===== src/rtl/pc_next_unit_if.sv =====
// Control and status bundle for pc_next_unit.
// The datapath or bench drives through master; the PC stage connects to slave.
interface pc_next_unit_if #(
    parameter int unsigned CNT_W = 16
);
    logic              stall;
    logic              branch;
    logic              zero;
    logic [31:0]       branch_offset;
    logic              jump;
    logic [25:0]       jump_index;
    logic              jr;
    logic [31:0]       jr_target;
    logic              halt_req;
    logic              resume;
    logic [31:0]       pc;
    logic [31:0]       pc_plus4;
    logic [1:0]        state;
    logic [31:0]       fault_addr;
    logic [CNT_W-1:0]  redirect_count;

    modport master (
        output stall, branch, zero, branch_offset, jump, jump_index, jr, jr_target,
               halt_req, resume,
        input  pc, pc_plus4, state, fault_addr, redirect_count
    );

    modport slave (
        input  stall, branch, zero, branch_offset, jump, jump_index, jr, jr_target,
               halt_req, resume,
        output pc, pc_plus4, state, fault_addr, redirect_count
    );
endinterface


===== src/rtl/pc_next_unit.sv =====
// MIPS program-counter stage: next-PC select, stall, halt/resume, redirect counter.
// Define PC_ALIGN_CHECK_EN to trap misaligned targets into a sticky FAULT state.
module pc_next_unit #(
    parameter logic [31:0] RESET_VECTOR = 32'h0040_0000,
    parameter int unsigned CNT_W        = 16
) (
    input logic          clk,
    input logic          rst_n,
    pc_next_unit_if.slave bus
);
    typedef enum logic [1:0] {
        StRun    = 2'b00,
        StHalted = 2'b01,
        StFault  = 2'b10
    } state_e;

    state_e           state_q, state_d;
    logic [31:0]      pc_q, pc_d;
    logic [31:0]      fault_addr_q, fault_addr_d;
    logic [CNT_W-1:0] cnt_q, cnt_d;

    logic [31:0] pc_plus4;
    logic [31:0] target;
    logic [31:0] load_val;
    logic        redirect;
    logic        misaligned;

    assign pc_plus4 = pc_q + 32'd4;

    always_comb begin
        target   = pc_plus4;
        redirect = 1'b1;
        if (bus.jr) begin
            target = bus.jr_target;
        end else if (bus.jump) begin
            target = {pc_plus4[31:28], bus.jump_index, 2'b00};
        end else if (bus.branch && bus.zero) begin
            target = pc_plus4 + bus.branch_offset;
        end else begin
            redirect = 1'b0;
        end
    end

`ifdef PC_ALIGN_CHECK_EN
    assign misaligned = |target[1:0];
    assign load_val   = target;
`else
    // Without the check, low bits are simply dropped so pc stays word-aligned.
    assign misaligned = 1'b0;
    assign load_val   = target & 32'hFFFF_FFFC;
`endif

    always_comb begin
        state_d      = state_q;
        pc_d         = pc_q;
        fault_addr_d = fault_addr_q;
        cnt_d        = cnt_q;
        unique case (state_q)
            StRun: begin
                if (bus.halt_req) begin
                    state_d = StHalted;
                end else if (bus.stall) begin
                    pc_d = pc_q;
                end else if (misaligned) begin
                    state_d      = StFault;
                    fault_addr_d = target;
                end else begin
                    pc_d = load_val;
                    if (redirect) begin
                        cnt_d = cnt_q + CNT_W'(1);
                    end
                end
            end
            StHalted: begin
                if (bus.resume && !bus.halt_req) begin
                    state_d = StRun;
                end
            end
            StFault: begin
                state_d = StFault;
            end
            default: begin
                state_d = StRun;
            end
        endcase
    end

    always_ff @(posedge clk) begin
        if (!rst_n) begin
            state_q      <= StRun;
            pc_q         <= RESET_VECTOR;
            fault_addr_q <= 32'h0;
            cnt_q        <= '0;
        end else begin
            state_q      <= state_d;
            pc_q         <= pc_d;
            fault_addr_q <= fault_addr_d;
            cnt_q        <= cnt_d;
        end
    end

    assign bus.pc             = pc_q;
    assign bus.pc_plus4       = pc_plus4;
    assign bus.state          = state_q;
    assign bus.fault_addr     = fault_addr_q;
    assign bus.redirect_count = cnt_q;
endmodule


===== src/flat_wrapper.sv =====
// flat-port wrapper written by rule: the top's interface ports become plain ports
module pc_next_unit_flat 
#(
    parameter logic [31:0] RESET_VECTOR = 32'h0040_0000,
    parameter int unsigned CNT_W        = 16
)
  (clk, rst_n, bus_stall, bus_branch, bus_zero, bus_branch_offset, bus_jump, bus_jump_index, bus_jr, bus_jr_target, bus_halt_req, bus_resume, bus_pc, bus_pc_plus4, bus_state, bus_fault_addr, bus_redirect_count);
  pc_next_unit_if #(.CNT_W(CNT_W)) bus_i ();
  input logic clk;
  input logic rst_n;
  input wire logic [$bits(bus_i.stall)-1:0] bus_stall;
  input wire logic [$bits(bus_i.branch)-1:0] bus_branch;
  input wire logic [$bits(bus_i.zero)-1:0] bus_zero;
  input wire logic [$bits(bus_i.branch_offset)-1:0] bus_branch_offset;
  input wire logic [$bits(bus_i.jump)-1:0] bus_jump;
  input wire logic [$bits(bus_i.jump_index)-1:0] bus_jump_index;
  input wire logic [$bits(bus_i.jr)-1:0] bus_jr;
  input wire logic [$bits(bus_i.jr_target)-1:0] bus_jr_target;
  input wire logic [$bits(bus_i.halt_req)-1:0] bus_halt_req;
  input wire logic [$bits(bus_i.resume)-1:0] bus_resume;
  output wire logic [$bits(bus_i.pc)-1:0] bus_pc;
  output wire logic [$bits(bus_i.pc_plus4)-1:0] bus_pc_plus4;
  output wire logic [$bits(bus_i.state)-1:0] bus_state;
  output wire logic [$bits(bus_i.fault_addr)-1:0] bus_fault_addr;
  output wire logic [$bits(bus_i.redirect_count)-1:0] bus_redirect_count;
  assign bus_i.stall = bus_stall;
  assign bus_i.branch = bus_branch;
  assign bus_i.zero = bus_zero;
  assign bus_i.branch_offset = bus_branch_offset;
  assign bus_i.jump = bus_jump;
  assign bus_i.jump_index = bus_jump_index;
  assign bus_i.jr = bus_jr;
  assign bus_i.jr_target = bus_jr_target;
  assign bus_i.halt_req = bus_halt_req;
  assign bus_i.resume = bus_resume;
  assign bus_pc = bus_i.pc;
  assign bus_pc_plus4 = bus_i.pc_plus4;
  assign bus_state = bus_i.state;
  assign bus_fault_addr = bus_i.fault_addr;
  assign bus_redirect_count = bus_i.redirect_count;
  pc_next_unit #(.RESET_VECTOR(RESET_VECTOR), .CNT_W(CNT_W)) u_core (.clk(clk), .rst_n(rst_n), .bus(bus_i));
endmodule

===== config.mk =====
export PLATFORM = sky130hd
export DESIGN_NAME = pc_next_unit_flat
export DESIGN_NICKNAME = d
export VERILOG_FILES = /design/src/rtl/pc_next_unit_if.sv /design/src/rtl/pc_next_unit.sv /design/src/flat_wrapper.sv
export SDC_FILE = /design/constraint.sdc
export NUM_CORES = 1
export LEC_CHECK = 0
export CAP_MARGIN = 10
export CORE_UTILIZATION = 35
export CTS_CLUSTER_SIZE = 8
export DETAILED_ROUTE_END_ITERATION = 16
export PLACE_DENSITY = 0.73
export SLEW_MARGIN = 10
export SYNTH_ARGS = -nofsm -noshare
export SYNTH_HDL_FRONTEND = slang
export SYNTH_SLANG_ARGS = --single-unit

===== constraint.sdc =====
create_clock -name clk -period 7.7 [get_ports clk]
set_input_delay 2.31 -clock clk [delete_from_list [all_inputs] [get_ports clk]]
set_output_delay 2.31 -clock clk [all_outputs]
set_load 0.005 [all_outputs]

# After elaboration in Yosys (flattened, before gate mapping)
# Index checks and enable logic that the tools add are counted.
[word_totals]
output_inout_bits = 114
in_bits = 99
word_cells = 28
reg_bits = 48
[classes]
n_mux = 9
reduce_logical = 7
add_sub_neg = 3
n_bitwise = 2
eq_ne = 4
[ops]
columns = ["cell", "count"]
rows = [
  ["2-to-1 mux 32 bit", 3],
  ["adder 32 x 3 -> 32 bit, second input constant", 1],
  ["adder 32 bit", 1],
  ["adder 16 x 1 -> 16 bit, second input constant", 1],
  ["one-hot mux 2 bit (3 select lines)", 1],
  ["2-to-1 mux 2 bit", 2],
  ["AND reduction 4 bit", 1],
  ["2-to-1 mux 1 bit", 3],
  ["AND reduction 3 bit", 1],
  ["equality test 2 x 1 -> 1 bit, second input constant", 1],
  ["equality test 2 bit, second input constant", 1],
  ["logical AND 1 bit", 2],
  ["zero test 2 bit", 1],
  ["!= test 2 x 1 -> 1 bit, second input constant", 1],
  ["!= test 2 bit, second input constant", 1],
  ["NOT 1 bit", 2],
  ["AND reduction 2 bit", 1],
  ["zero test 1 bit", 1],
]

# Logic depth before layout (Yosys ltp)
# Gate-level depths: netlist of run 1.
[logic_depth]
ltp_word = 5
mapped_depth = 16
depth_no_buf = 15

# Worst setup path before layout of run 1
# No wires, ideal clock.
[synth_path]
kind = "input-to-reg"
startpoint = "input bus_branch_offset[2]"
endpoint = "register u_core.pc_q[30] (netlist: u_core.bus.pc[30])"
t_arrival_ns = 4.707
stages = 10
path_slack_ns = 2.919
required_time_ns = 7.626
path_cell_list = "ha_1 > fa_1 > a211oi_1 > o21ai_1 > a32o_1 > or4b_1 > a21oi_1 > nor3_1 > nand4b_1 > a31oi_1"
[synth_via]
elab_chain_cells = 4
[synth_rtl]
columns = ["item", "line", "text"]
rows = [
  ["start: declaration", "flat_wrapper.sv:14", "input wire logic [$bits(bus_i.branch_offset)-1:0] bus_branch_offset;"],
  ["adder 32 bit", "pc_next_unit.sv:38", "target = pc_plus4 + bus.branch_offset;"],
  ["2-to-1 mux 32 bit", "pc_next_unit.sv:37", "end else if (bus.branch && bus.zero) begin"],
  ["2-to-1 mux 32 bit", "pc_next_unit.sv:35", "end else if (bus.jump) begin"],
  ["2-to-1 mux 32 bit", "pc_next_unit.sv:33", "if (bus.jr) begin"],
  ["end signal: assignment", "pc_next_unit.sv:96", "pc_q <= pc_d;"],
  ["end: declaration", "pc_next_unit.sv:18", "logic [31:0] pc_q, pc_d;"],
]
# No other way between the ends.
# A chain may end at the register's enable or synchronous reset.

# Worst setup path after layout of run 1
[layout_path]
startpoint = "register u_core.pc_q[2] (netlist: u_core.bus.pc[2])"
endpoint = "output bus_pc_plus4[30]"
[layout_via]
elab_chain_cells = 1
[layout_rtl]
columns = ["item", "line", "text"]
rows = [
  ["adder 32 x 3 -> 32 bit", "pc_next_unit.sv:28", "assign pc_plus4 = pc_q + 32'd4;"],
  ["end: declaration", "flat_wrapper.sv:22", "output wire logic [$bits(bus_i.pc_plus4)-1:0] bus_pc_plus4;"],
]
# No other way between the ends.

==> results.md, run 1 <==
- The flow ran to the end, and the final reports show no timing, DRC or antenna violations.
- The area growth from synthesis to layout is 36.5%.
- The post-synthesis compound-gate area fraction is 0.274.
- The leading cell type in the layout, fill and taps excluded is sky130_fd_sc_hd__clkdlybuf4s50_1.
- Summing internal, switching and leakage power gives 0.868 mW.
- The via count of the first global-routing pass came to 5368.
- The count of final max-slew check failures came to 0.
- By area, the combinational part of the netlist is dominated by compound AO/OA/AOI/OAI gates.
- Of the total synthesized cell area, the portion taken by AND, OR, NAND and NOR gates is 0.241.
- The relative slew slack is 0.316.
- The detailed placement HPWL is roughly 15 mm.
- The critical path is of the reg2out type.
- The number of search-and-repair iterations in the first detailed-routing pass is 5.
- Buffers inserted during clock tree synthesis total 5.
- The distinct cell type count after synthesis is 70.
- The mean instance size in the synthesized netlist is 7.36 um^2.
- The total inserted antenna cells is 0.
- The via count normalized by instance count is about 5.7.
- The die is 124 um wide.
- The maximum number of pins on one net before global-route repair is 36.
- In the global route stage, overall resource usage came out at 0.244.
- Of the cells placed in the final design, the portion with a size suffix greater than 1 is 0.0386.
- The congestion estimate from routability-driven global placement came to 0.953.
- The worst hold endpoint is u_core.bus.redirect_count[6]$_SDFFE_PN0P_.
- The cell family contributing the most delay on the critical path is simple AND/OR/NAND/NOR gates.
- At the worst endpoint, the arrival time is between 3 and 4 ns.
- The later pin in the worst-skew pair is clocked with a latency of ~0.29 ns.
- The number of max-capacitance violations reported is 0.
- The first global-routing pass estimated 28.4 mm of wire.
- For the pin with the worst max-slew slack, the measured transition is 1.02 ns.
- The worst-case IR drop observed on VDD is 128 uV.
- The total standard cell area after synthesis is 5180 um^2.
- After detailed routing, the number of remaining DRC violations is 0.
- The floorplan step set the die height to around 120 um.
- Of the total synthesized cell area, the portion taken by full adders, half adders and majority gates is 0.0933.
- The peak per-stage delay on the critical path is between 0.5 and 0.6 ns.
- The clock-pin slew on the worst setup and hold paths is around 0.07 ns.
- Row generation in the floorplan step produced 44 rows.
- The reg-to-reg endpoint is u_core.bus.pc[31]$_SDFFE_PN0P_.
- Summed over all cells, the static leakage comes to 2.81 nW.
- The share of the core filled with cells in the final layout is 0.488.
- Clock tree synthesis found a total of 48 sinks.
- The signal on the critical path passes through ha_1, nand2_1, or3_2, or3_1, nor2_1, xor2_1, clkdlybuf4s50_1.
- The worst hold path cell count is 2.
- Once layout is complete, the cells apart from fillers number ~1000.
- The clock tree from TritonCTS is yes.
- Once the clock tree was built, the setup fixing pass inserted 0 buffers.
- The library cells used most frequently in the layout, excluding fill and tap cells, are sky130_fd_sc_hd__clkdlybuf4s50_1 (172), sky130_fd_sc_hd__nand2_1 (72), sky130_fd_sc_hd__nor2_1 (65), sky130_fd_sc_hd__a21oi_1 (59), sky130_fd_sc_hd__dfxtp_1 (48).
- The portion of the post-synthesis area used by sequential elements is 0.186.
- The prevailing post-synth register cell is sky130_fd_sc_hd__dfxtp_1.
- Synthesis inferred 48 register bits.
- The path type of the worst min-delay path is reg2reg.
- Setup violations remaining at the end of the flow were counted as 0.
- In this run the number of H-tree levels came out at 2.
- The warning count from the yosys run is 0.
- The remaining global-route overflow is 0.
- The cell count after synthesis is 704.
- After clock tree synthesis, the repair step resized 0 gates.
- The clock passes through at most 2 buffers.
- The count of buffers added on input and output ports is about 170.
- The floorplan step defined a die boundary enclosing 15300 um^2.
- The peak clock frequency supported by timing is 179 MHz.
- The total number of nets in the final design is around 990.
- The detailed router placed 5886 vias in this run.
- Dividing the final minimum period by the clock period gives 0.725.
- Buffers inserted to repair hold after CTS numbered 0.
- The CTS root buffer is sky130_fd_sc_hd__clkbuf_16.
- Of all flip-flops after synthesis, the portion carrying an async set or reset was 0.
- The initial core utilization is 0.358.
- Hold is met by 0.512 ns.
- 213 I/O pins were placed.
- The final hold violation count came to 0.
- STA classifies the critical path endpoint as a primary output.
- The launch point of the worst hold path is u_core.bus.redirect_count[6]$_SDFFE_PN0P_.
- Dividing total power by cell area gives a power density of 123 nW/um^2.
- The launching point of the worst reg2reg path is u_core.bus.pc[2]$_SDFFE_PN0P_.
- Across all register-to-register paths, the minimum setup slack is 3.14 ns.
- In this run the remaining antenna-violating nets after routing total 0.
- The cell count after placement is 1032.
- STA classifies the critical path startpoint as a flop.
- The mux contribution to synthesized area is 0.0179.
- The routed design could run at a clock period as short as 5.58 ns.
- Of the total synthesized cell area, the portion taken by XOR and XNOR cells is 0.0995.
- Together, buffers and inverters on the worst path number 1.
- Setup repair after global routing left no endpoint under its margin.
- The floorplan step defined a core boundary enclosing about 14000 um^2.
- The largest driver fanout on the critical path is 7.
- Among all stages on the critical path, the largest delay is contributed by sky130_fd_sc_hd__clkdlybuf4s50_1.
- The cell count of the worst reg-to-reg path is 13.
- The total wirelength of the detailed-routed design is 19.0 mm.
- The initial antenna violation count is 0.
- For the final routed database, the setup TNS stands at 0 ns.
- Between clock sinks in the finished design, the worst skew comes to roughly 0.0028 ns.
- The iteration-0 DRC count of the detailed router is around 340.
- At the worst endpoint, the required time is 5.39 ns.
- The routed wire length per instance is 18.3 um.
- In this run, synthesis inferred 0 flip-flops with an integrated enable.
-- power breakdown --
part / internal [mW] / switching, mW / leakage (nW)
clock: 0.155 / 0.109 / 0.0804
sequential: 0.259 / 0.0176 / 0.391
combinational: 0.159 / 0.168 / 2.34
total: 0.573 / 0.295 / 2.81
-- sequential cells by signal, summed over array words and instances, names as in the netlist --
name and flops:
u_core.bus.state 2, u_core.bus.redirect_count 16, u_core.bus.pc 30
-- routing by layer --
layer / vias to the layer above / share of wire / track usage
li1: 2815 / - / -
met1: 2769 / 0.43 / 0.316
met2: 266 / 0.47 / 0.406
met3: 36 / 0.082 / 0.0508
met4: 0 / 0.026 / 0.0663
met5: - / 0 / 0
-- through the flow --
step | instance area [um^2] | setup WS, ns
after floorplan | 5310 | 2.92
after global placement | 6900 | 2.08
after detailed placement | 6900 | 2.04
after CTS | 7070 | 2.16
after global routing | 7070 | 1.98
final | 7070 | 2.12
-- cells in the mapped netlist, drive strengths merged (7+ instances only) --
| cell | n | area [um^2] |
|---|---|---|
| o21a | 14 | 105 |
| a21oi | 59 | 295 |
| o211ai | 14 | 105 |
| o22ai | 8 | 50.1 |
| nand2 | 72 | 270 |
| a211oi | 9 | 67.6 |
| nand4 | 17 | 113 |
| xor2 | 30 | 270 |
| nor2b | 7 | 43.8 |
| o21ai | 47 | 235 |
| or3 | 11 | 70.1 |
| mux2i | 7 | 70.1 |
| nor2 | 66 | 250 |
| nand3 | 28 | 140 |
| and3 | 12 | 78.8 |
| inv | 9 | 33.8 |
| buf | 42 | 315 |
| xnor2 | 28 | 245 |
| nor3 | 16 | 90.1 |
| clkbuf | 27 | 101 |
| dfxtp | 48 | 961 |
| a21o | 15 | 113 |
| ha | 37 | 463 |
-- logic make-up after synthesis --
kind of cell,Yosys count
other,1
buffers and inverters,79
adder cells (fa/ha/maj),38
XOR/XNOR,58
flip-flops,48
AO/OA/AOI/OAI,218
multiplexers,9
AND/OR/NAND/NOR,253
-- layout make-up --
type                    instances  area (um^2)
clock buffers                   5          125
inverters                      10         37.5
repair buffers                178         1770
well taps                     184          230
multi-input cells             612         3900
flip-flops and latches         48          961
clock inverters                 3         46.3
fillers                      1452         7410
-- worst register-to-register path: cells and delay by family, from the launching register on --
kind                     cells  cell delay [ns]
adder cells (fa/ha/maj)      2             0.73
AND/OR/NAND/NOR              5             1.48
flip-flops                   1             0.49
AO/OA/AOI/OAI                4             1.13
multiplexers                 1             0.35
XOR/XNOR                     1             0.32
-- worst max path at each step --
stage | from | end | slack (ns) | cells past startpoint
after detailed placement | bus_branch_offset[2] | u_core.bus.pc[30]$_SDFFE_PN0P_ | 2.04 | 11
after floorplan | bus_branch_offset[2] | u_core.bus.pc[30]$_SDFFE_PN0P_ | 2.92 | 10
after global routing | u_core.bus.pc[2]$_SDFFE_PN0P_ | bus_pc_plus4[30] | 1.98 | 7
after global placement | bus_branch_offset[2] | u_core.bus.pc[30]$_SDFFE_PN0P_ | 2.08 | 11
after CTS | u_core.bus.pc[2]$_SDFFE_PN0P_ | bus_pc_plus4[30] | 2.16 | 7
final | u_core.bus.pc[2]$_SDFFE_PN0P_ | bus_pc_plus4[30] | 2.12 | 7
Note: power is estimated with default switching activity, not from simulation.
==> run 2, diff against run 1 <==
- PLACE_DENSITY: 0.73 -> 0.76
- clock period: 7.7 -> 4.95 ns (I/O delays scaled with it)
==> run 2 against run 1 <==
- hold slack worse by 0.0012 ns
- via count shrank 0.32%
- largest power group unchanged
- wire length grew 0.56%
==> results.md, run 2 (synthesized netlist as in run 1, its figures left out) <==
- The final critical delay including setup and external delays is 4.71 ns.
- The internal cell power is 0.898 mW (+57%).
- The part of the total power dissipated in the clock network is 0.302 (-0.002).
- The path class of the tightest hold or removal check is reg2reg.
- The total number of nets in the final design came to 1005 (+1.3%).
- The cell with the largest stage delay on the worst path is sky130_fd_sc_hd__clkdlybuf4s50_1.
- Setup repair after global routing left no endpoint under its margin.
- The iteration-0 DRC count of the detailed router is 315 (-6.3%).
- The width of the die is 124 um (unchanged).
- The number of gates resized after cts is 0 (unchanged).
- STA classifies the critical path endpoint as a primary output.
- The nature of the critical path startpoint is a flop.
- The buffer count from post-CTS setup fixing is 0 (unchanged).
- The largest voltage drop on the vdd net is 141 uV (+10%).
- The final total power is 1.36 mW (+57%).
- The worst register-to-register path begins at u_core.bus.pc[3]$_SDFFE_PN0P_.
- The post-layout instance count excluding filler cells is 1053 (+1.3%).
- The tree is rooted in a sky130_fd_sc_hd__clkbuf_16.
- The count of hold-fix buffers inserted at cts is 0 (unchanged).
- The relative slew slack is 0.411 (+0.0945).
- The post-place setup slack was 0.194 ns (-1.84 ns).
- The peak per-stage delay on the critical path came to 0.57 ns (about the same).
- The flow ran to the end, and the final reports show no timing, DRC or antenna violations.
- The routed wire length per instance is 18.2 um (-0.68%).
- The initial antenna violation count is 0 (unchanged).
- The peak clock frequency supported by timing is 212 MHz.
- The number of max-capacitance violations reported is 0 (unchanged).
- The largest driver fanout on the critical path is 6 (-1).
- The most critical setup path has its startpoint at u_core.bus.pc[3]$_SDFFE_PN0P_.
- The clock latency on the worst-skew pair was 0.30 ns (about the same).
- The area of the placeable core is 14500 um^2 (unchanged).
- The share of the core filled with cells in the final layout came to 0.495 (+0.00683).
- In the layout the commonest cells are sky130_fd_sc_hd__clkdlybuf4s50_1 (172), sky130_fd_sc_hd__nand2_1 (72), sky130_fd_sc_hd__nor2_1 (65), sky130_fd_sc_hd__a21oi_1 (59), sky130_fd_sc_hd__dfxtp_1 (48).
- The share of final-layout standard cells stronger than drive strength 1 is 0.0529 (+0.0144).
- Leaving out fill and tap cells, the most frequent cell in the layout is sky130_fd_sc_hd__clkdlybuf4s50_1.
- The path type of the worst setup path is reg2out.
- The total inserted antenna cells is 0 (unchanged).
- The number of search-and-repair iterations in the first detailed-routing pass is 5 (unchanged).
- The via count normalized by instance count is 5.57 (-1.6%).
- The total negative setup slack came to 0 ns (unchanged).
- The via count of the first global-routing pass is 5363 (-0.093%).
- The final hold violation count came to 0 (unchanged).
- The via total after detailed routing is 5867 (-0.32%).
- The overall routing resource usage came to 0.247 (+0.00298).
- The residual DRC count is 0 (unchanged).
- The initial core utilization is 0.358 (unchanged).
- The worst register-to-register path ends at u_core.bus.pc[31]$_SDFFE_PN0P_.
- The clock sink total was 48 (unchanged).
- The weighted congestion reported at the end of routability-driven placement is 0.940 (-1.4%).
- The total wirelength of the detailed-routed design is 19.1 mm (+0.56%).
- The area added between synthesis and finish is 38.4%.
- The detailed placement HPWL came to 15.1 mm (+3.6%).
- Dividing the final minimum period by the clock period gives 0.952.
- The remaining global-route overflow is 0 (unchanged).
- Walking the worst path, the cells encountered are ha_1, nand2_1, or3_2, or3_1, nor2_1, xor2_1, clkdlybuf4s50_1.
- The cell count of the worst reg-to-reg path was 13 (unchanged).
- The overall die height is 124 um (unchanged).
- The number of buffers on the longest clock path is 2 (unchanged).
- The critical path required time was 3.46 ns (-1.93 ns).
- The final setup violation count was 0 (unchanged).
- The clock tree from TritonCTS is yes.
- The remaining number of nets flagged by the antenna check after routing was 0 (unchanged).
- The power density normalized to cell area is 190 nW/um^2 (+55%).
- The H-tree depth came to 2 (unchanged).
- The portion of total power attributed to combinational logic came to 0.382 (+0.004).
- The first-pass GRT wire length is 28.8 mm (+1.5%).
- The slack of the critical path came to 0.236 ns (-1.88 ns).
- The relative contribution of sequential cells to total power is 0.316 (-0.003).
- The number of standard-cell rows in the floorplan is 44 (unchanged).
- The net switching power of the design is 0.462 mW (+57%).
- The number of CTS-inserted buffers was 5 (unchanged).
- The count of boundary I/O pins is 213 (unchanged).
- The full die area is 15300 um^2 (unchanged).
- The worst setup path endpoint is bus_pc_plus4[28].
- The measured slew at the worst slew-check pin is 0.882 ns (-0.143 ns).
- The count of final max-slew check failures was 0 (unchanged).
- The worst clock skew is 0.00839 ns (+0.00555 ns).
- The maximum number of pins on one net before global-route repair is 41 (+14%).
- The clock-pin slew on the worst setup and hold paths is 0.07 ns (about the same).
- The data arrival time of the critical path is 3.23 ns (-0.04 ns).
- The static leakage is 2.88 nW (+2.5%).
- The number of I/O port buffers is 172 (unchanged).
- The cell count after placement came to 1045 (+1.3%).
- The number of flip-flops in the largest register was 30 (unchanged).
- The internal reg-to-reg setup slack was 0.41 ns (-2.73 ns).
- The share of total power consumed by net switching was 0.340 (about the same).
==> run 2: layout make-up <==
| type | count | area [um^2] |
|---|---|---|
| multi-input cells | 612 | 3900 |
| clock inverters | 3 | 47.5 |
| well taps | 184 | 230 |
| clock buffers | 5 | 125 |
| repair buffers | 191 | 1860 |
| inverters | 10 | 37.5 |
| flip-flops and latches | 48 | 961 |
| fillers | 1450 | 7310 |
==> run 2: worst min-delay path by stage <==
stage / startpoint / depth (start not counted) / endpoint
2_1_floorplan: u_core.bus.state[1]$_SDFFE_PN0P_ / 1 / u_core.bus.state[0]$_SDFFE_PN0P_
3_3_place_gp: u_core.bus.redirect_count[6]$_SDFFE_PN0P_ / 2 / u_core.bus.redirect_count[6]$_SDFFE_PN0P_
3_5_place_dp: u_core.bus.redirect_count[6]$_SDFFE_PN0P_ / 2 / u_core.bus.redirect_count[6]$_SDFFE_PN0P_
4_1_cts: u_core.bus.redirect_count[6]$_SDFFE_PN0P_ / 2 / u_core.bus.redirect_count[6]$_SDFFE_PN0P_
5_1_grt: u_core.bus.redirect_count[6]$_SDFFE_PN0P_ / 2 / u_core.bus.redirect_count[6]$_SDFFE_PN0P_
6_report: u_core.bus.redirect_count[6]$_SDFFE_PN0P_ / 2 / u_core.bus.redirect_count[6]$_SDFFE_PN0P_
==> run 2: per-layer routing <==
layer,GRT usage,part of all wire,vias up
met5,0,0,-
met4,0.0979,0.040,0
met3,0.0426,0.078,45
met2,0.402,0.46,296
met1,0.321,0.43,2674
li1,-,-,2852
==> run 2: critical path, delay by kind of cell, from the launching register on <==
kind	cells	cell delay (ns)
xor gates and xnor gates	1	0.34
adders and majority gates	1	0.31
buffers and inverters	1	0.57
DFF	1	0.46
and+or+nand+nor	4	1.26
==> run 2: power groups by stage <==
| stage | logic [mW] | clock network, mW | registers, mW |
|---|---|---|---|
| floorplan | 0.298 | 0 | 0.433 |
| global placement | 0.509 | 0 | 0.437 |
| detailed placement | 0.512 | 0 | 0.438 |
| CTS | 0.515 | 0.412 | 0.429 |
| global route | 0.567 | 0.428 | 0.432 |
| finish | 0.519 | 0.410 | 0.430 |
==> run 2: per-stage QoR <==
step | instance area (um^2) | hold WS, ns
finish | 7170 | 0.511
global route | 7170 | 0.545
global placement | 6990 | 0.488
CTS | 7170 | 0.504
detailed placement | 6990 | 0.494
floorplan | 5310 | 0.474
